===== src/rtl/wdf_rd_arb.sv =====
// rtl/wdf_rd_arb.sv - WDF read-port arbiter between SRQ and MMIO with parity check and tagged data return
// SRQ wins ties until the MMIO starvation streak saturates; bad-parity grants are acked but never issued.
module wdf_rd_arb #(
  parameter int PTR_W      = 3,
  parameter int DATA_W     = 64,
  parameter int RD_LAT     = 1,
  parameter int STARVE_MAX = 4
) (
  input  logic              clk,
  input  logic              rst,
  input  logic              srq_wdf_rd,
  input  logic [PTR_W-1:0]  srq_wdf_ptr,
  input  logic              srq_wdf_p,
  output logic              srq_wdf_ack,
  output logic              srq_rdata_v,
  output logic [DATA_W-1:0] srq_rdata,
  input  logic              mmio_wdf_rd,
  input  logic [PTR_W-1:0]  mmio_wdf_rptr,
  input  logic              mmio_wdf_rd_p,
  output logic              mmio_wdf_ack,
  output logic              mmio_rdata_v,
  output logic [DATA_W-1:0] mmio_rdata,
  output logic              arb_wdf_rd,
  output logic [PTR_W-1:0]  arb_wdf_ptr,
  output logic              arb_wdf_p,
  input  logic [DATA_W-1:0] wdf_arb_data,
  output logic [1:0]        arb_perr
);

  localparam int STRK_W = $clog2(STARVE_MAX + 1);

  logic [STRK_W-1:0] streak;
  logic              grant_srq;
  logic              grant_mmio;
  logic              srq_bad;
  logic              mmio_bad;
  logic              issue_v;
  logic              issue_src;
  logic [PTR_W-1:0]  issue_ptr;

  // Tag stage k is live RD_LAT-k cycles before its data; stage RD_LAT lines up with wdf_arb_data.
  logic [RD_LAT:0]   tag_v;
  logic [RD_LAT:0]   tag_src;

  always_comb begin
    grant_srq  = 1'b0;
    grant_mmio = 1'b0;
    if (!rst) begin
      if (srq_wdf_rd && (!mmio_wdf_rd || streak != STRK_W'(STARVE_MAX)))
        grant_srq = 1'b1;
      else if (mmio_wdf_rd)
        grant_mmio = 1'b1;
    end
  end

  always_comb begin
    srq_bad   = srq_wdf_p != ^srq_wdf_ptr;
    mmio_bad  = mmio_wdf_rd_p != ^mmio_wdf_rptr;
    issue_v   = (grant_srq && !srq_bad) || (grant_mmio && !mmio_bad);
    issue_src = grant_mmio;
    issue_ptr = grant_mmio ? mmio_wdf_rptr : srq_wdf_ptr;
  end

  assign srq_wdf_ack  = grant_srq;
  assign mmio_wdf_ack = grant_mmio;
  assign arb_wdf_p    = ^arb_wdf_ptr;

  always_ff @(posedge clk) begin
    if (rst) begin
      streak <= '0;
    end else if (!mmio_wdf_rd || grant_mmio) begin
      streak <= '0;
    end else if (grant_srq && streak != STRK_W'(STARVE_MAX)) begin
      streak <= streak + STRK_W'(1);
    end
  end

  always_ff @(posedge clk) begin
    if (rst) begin
      arb_wdf_rd  <= 1'b0;
      arb_wdf_ptr <= '0;
      arb_perr    <= 2'b00;
    end else begin
      arb_wdf_rd <= issue_v;
      if (issue_v)
        arb_wdf_ptr <= issue_ptr;
      arb_perr[0] <= arb_perr[0] | (grant_srq & srq_bad);
      arb_perr[1] <= arb_perr[1] | (grant_mmio & mmio_bad);
    end
  end

  always_ff @(posedge clk) begin
    if (rst) begin
      tag_v   <= '0;
      tag_src <= '0;
    end else begin
      tag_v[0]   <= issue_v;
      tag_src[0] <= issue_src;
      for (int i = 1; i <= RD_LAT; i++) begin
        tag_v[i]   <= tag_v[i-1];
        tag_src[i] <= tag_src[i-1];
      end
    end
  end

  always_ff @(posedge clk) begin
    if (rst) begin
      srq_rdata_v  <= 1'b0;
      mmio_rdata_v <= 1'b0;
      srq_rdata    <= '0;
      mmio_rdata   <= '0;
    end else begin
      srq_rdata_v  <= tag_v[RD_LAT] && !tag_src[RD_LAT];
      mmio_rdata_v <= tag_v[RD_LAT] && tag_src[RD_LAT];
      if (tag_v[RD_LAT] && !tag_src[RD_LAT])
        srq_rdata <= wdf_arb_data;
      if (tag_v[RD_LAT] && tag_src[RD_LAT])
        mmio_rdata <= wdf_arb_data;
    end
  end

endmodule

===== config.mk =====
export PLATFORM = sky130hd
export DESIGN_NAME = wdf_rd_arb
export DESIGN_NICKNAME = d
export VERILOG_FILES = /design/src/rtl/wdf_rd_arb.sv
export SDC_FILE = /design/constraint.sdc
export NUM_CORES = 1
export LEC_CHECK = 0
export ABC_AREA = 1
export CELL_PAD_IN_SITES_DETAIL_PLACEMENT = 0
export CELL_PAD_IN_SITES_GLOBAL_PLACEMENT = 2
export CORE_ASPECT_RATIO = 0.5
export CORE_MARGIN = 5
export CORE_UTILIZATION = 25
export CTS_BUF_LIST = sky130_fd_sc_hd__clkbuf_2 sky130_fd_sc_hd__clkbuf_4 sky130_fd_sc_hd__clkbuf_8
export DETAILED_ROUTE_END_ITERATION = 16
export GPL_ROUTABILITY_DRIVEN = 0
export GPL_TIMING_DRIVEN = 0
export PLACE_DENSITY = 0.93
export SETUP_SLACK_MARGIN = 0.3
export SLEW_MARGIN = 20
export SYNTH_ARGS = -nofsm -noshare
export SYNTH_HDL_FRONTEND = slang
export SYNTH_SLANG_ARGS = --single-unit

===== constraint.sdc =====
create_clock -name clk -period 3.8 [get_ports clk]
set_input_delay 0.95 -clock clk [delete_from_list [all_inputs] [get_ports clk]]
set_output_delay 0.95 -clock clk [all_outputs]
set_load 0.03 [all_outputs]

==> results of run 1 <==
[power breakdown]
| group | total [W] | internal, W | switching, W |
|---|---|---|---|
| combinational | 0.000494 | 0.000216 | 0.000278 |
| sequential | 0.00157 | 0.00154 | 0.0000293 |
| clock | 0.00126 | 0.000631 | 0.000627 |
| total | 0.00332 | 0.00239 | 0.000934 |
[final cells by class]
cell class | count | share of cell area (%)
sequential | 142 | 35.6
timing repair buffer | 213 | 26.7
multi-input combinational | 459 | 24.9
tap | 266 | 4.17
clock buffer | 19 | 3.28
buffer | 42 | 2.45
clock inverter | 13 | 1.93
inverter | 20 | 0.956
antenna | 1 | 0.0314
[routing by layer]
metal / routed length (um) / up-vias / global-route usage (%)
li1: - / 2572 / -
met1: 7970 / 2251 / 18.8
met2: 8810 / 86 / 25.9
met3: 577 / 13 / 3.48
met4: 270 / 0 / 3.90
met5: 0 / - / 0
[timing repair]
item,in CTS,in global routing
buffers inserted,0,0
setup endpoints to repair,2,0
gates resized for setup,2,0
endpoints found under the hold margin,0,0
[synth_stat cells]
cell type and number:
clkinv_2 1, xnor2_1 1, nor2_4 1, ha_1 2, dfxtp_1 142, nand2_1 33, buf_2 24, clkbuf_1 10
a21oi_4 1, o21ai_1 129, xor2_1 3, nor2_1 273, buf_6 1, nand3_1 5, nand2_2 1, inv_2 4
nand3_4 1, a21oi_1 7, nand3_2 2, buf_1 7, inv_1 15
[how the worst min path moves through the flow]
stage                     from          to  slack [ns]  cells after the start
floorplan           tag_src[0]  tag_src[1]        0.39                      2
global placement    tag_src[0]  tag_src[1]        0.39                      2
detailed placement  tag_src[0]  tag_src[1]        0.40                      2
CTS                 tag_src[0]  tag_src[1]        0.42                      2
global route        tag_src[0]  tag_src[1]        0.43                      2
finish              tag_src[0]  tag_src[1]        0.42                      2
[logic make-up (layout without fill, tap and decap cells)]
kind of cell | after synthesis | in the layout
simple gates | 316 | 316
flops | 142 | 142
compound gates | 137 | 137
buf+inv | 62 | 307
xor+xnor | 4 | 4
fa+ha+maj | 2 | 2
other cells | 0 | 1
[cell usage in the layout, fill, tap and decap left out, drive strengths merged]
| master | instances |
|---|---|
| clkbuf | 29 |
| nor2 | 274 |
| dfxtp | 142 |
| bufinv | 2 |
| buf | 32 |
| dlygate4sd2 | 2 |
| nand3 | 8 |
| clkinvlp | 2 |
| a21oi | 8 |
| ha | 2 |
| clkdlybuf4s50 | 211 |
| nand2 | 34 |
| xor2 | 3 |
| inv | 22 |
| xnor2 | 1 |
| diode | 1 |
| clkinv | 7 |
| o21ai | 129 |
[flip-flops by register name (all words and copies together), names as in the netlist]
signal	count
tag_src	2
mmio_rdata	64
srq_rdata_v	1
arb_perr	2
tag_v	2
srq_rdata	64
streak	3
arb_wdf_ptr	3
mmio_rdata_v	1
[worst min-delay path, cell delays in order, from the launching register on]
cell,delay [ns]
dfxtp_1,0.31
inv_1,0.04
nor2_1,0.03
[stage by stage]
step | hold slack, ns | total power (W) | cell area (sq um)
final | 0.420 | 0.00332 | 7980
after global routing | 0.427 | 0.00349 | 7980
after CTS | 0.420 | 0.00338 | 7980
after detailed placement | 0.399 | 0.00210 | 7560
after global placement | 0.394 | 0.00210 | 7560
after floorplan | 0.388 | 0.00185 | 5100
==> summary.txt, run 1 <==
Status
  • Status: complete, no violations

STA
  • Final WS setup: 0.462 ns
  • Fmax: 300 MHz
  • Setup TNS: 0 ns
  • Post-route clock skew: 0.0133 ns
  • Worst rel slew slack: 51.1%
  • Worst Tran Pin Value: 0.733 ns
  • Fin. max-slew vios: 0
  • RSZ-0062 raised after global routing: false
  • Final setup vio count: 0
  • Fin. Hold Viols: 0
  • Period utilization: 87.9%
  • Crit path time final: 3.34 ns

Layout
  • Layout cells sized above 1: 7.49%
  • FILL cells: 2067
  • Post-layout util: 40.4%
  • Multi-input gate area: 1990 sq um
  • # nets final: 973
  • Layout area overhead: 56.5%
  • Number of cells in the finished layout apart from fillers: 1175
  • Register Area: 2840 sq um

Yosys
  • Netlist Area Pre-Place: 5100 sq um
  • Compound-Gate Fraction of Synth Area: 13.7%
  • Gate Count Post-Synth: 663
  • Synth cell types: 21
  • Largest family of logic cells by synthesized area: simple AND/OR/NAND/NOR gates
  • Cell type with the largest total area after synthesis: dfxtp_1
  • Multiplexer share of the synthesized area: 0%
  • Top cells by area, synth: dfxtp_1, nor2_1, o21ai_1, nand2_1, buf_2
  • Synthesized Nets: 741
  • Top cell type's share of synthesized area: 55.7%
  • Synth Area per Inst: 7.69 sq um
  • Post-Synth Adder-Cell Area: 0.491%
  • Post-synthesis register bit count: 142
  • Post-Synth Simple-Gate Area: 24.1%
  • Sequential area share after synthesis: 55.7%
  • Synth Warn #: 0
  • Xor and xnor area share after synthesis: 0.687%

Worst setup path
  • Critical path peak fanout: 6
  • Arr. time, crit path: 2.39 ns
  • CP Cell Sequence: clkdlybuf4s50_1 > nand3_2 > a21oi_4 > dlygate4sd2_1
  • Worst Path Required: 2.85 ns
  • RR Startpoint: streak[0]
  • CP top delay family: buffers and inverters
  • CP Capture Point: mmio_wdf_ack
  • Max stage delay cell, worst path: clkdlybuf4s50_1
  • Max incr delay on CP: 0.58 ns
  • Kind of critical path: input port to primary output
  • Reg2Reg Depth: 8
  • Cell depth of the worst setup path: 4
  • Critical Path Start Type: input port
  • RR Endpoint: arb_wdf_ptr[1]
  • Launch point of the worst path: mmio_wdf_rd
  • R2R Setup Slk: 2.20 ns
  • CP bufs+invs: 2
  • Crit path capture type: primary output

CTS
  • CTS Sinks: 142
  • Clock Tree Buf Depth: 2
  • Clk_lat worst skew: 0.44 ns
  • Count of hold-fix buffers inserted at cts: 0
  • Number of CTS-inserted buffers: 17
  • TritonCTS clock tree: done
  • Root buffer cell: clkbuf_8
  • H-tree depth: 4
  • Reg clk slew, reported paths: 0.08 ns

Floorplan
  • Die Height: 111 um
  • Die Footprint: 23500 sq um
  • # rows: 36
  • Chip width: 212 um
  • Core area: 19700 sq um
  • Starting Density: 25.8%
  • I/O pin cnt: 215

Min path
  • Worst Hold Class: flop to flop

Detailed routing
  • Antenna-violating nets left: 0
  • Vias/cell: 4.19
  • Via Count: 4922
  • Drt first pass iters: 7
  • Drc violations: 0
  • Drt wl/cell: 15.0 um
  • First DRT Iteration DRCs: 240
  • Routed wire length: 17600 um

Pwr
  • PD cells: 416 nW/um^2
  • Max VDD drop: 0.225 mV
  • Leak: 3.15 nW

Placed design
  • Cells after DPL: 1142
  • Pre-CTS setup slack: 0.167 ns
  • DP Wirelength: 13500 um
  • Input/output buffers: 213

GRT
  • Vias in the first global route: 4916
  • Initial antenna violation count: 1
  • First-pass GRT wire length: 27900 um
  • GRT overflow: 0
  • Largest net degree at the start of global routing: 17
  • Gr usage total: 15.0%

Run
  • Max_cap viols: 0
Note: power is estimated with default switching activity, not from simulation.
==> run 2: changes to the inputs <==
--- a/config.mk
+++ b/config.mk
@@ -6,6 +6,7 @@
 export NUM_CORES = 1
 export LEC_CHECK = 0
 export ABC_AREA = 1
+export ABC_CLOCK_PERIOD_IN_PS = 3800
 export CELL_PAD_IN_SITES_DETAIL_PLACEMENT = 0
 export CELL_PAD_IN_SITES_GLOBAL_PLACEMENT = 2
 export CORE_ASPECT_RATIO = 0.5
==> results of run 2 <==
No change in the layout: final DEF, timing and power equal those of run 1.
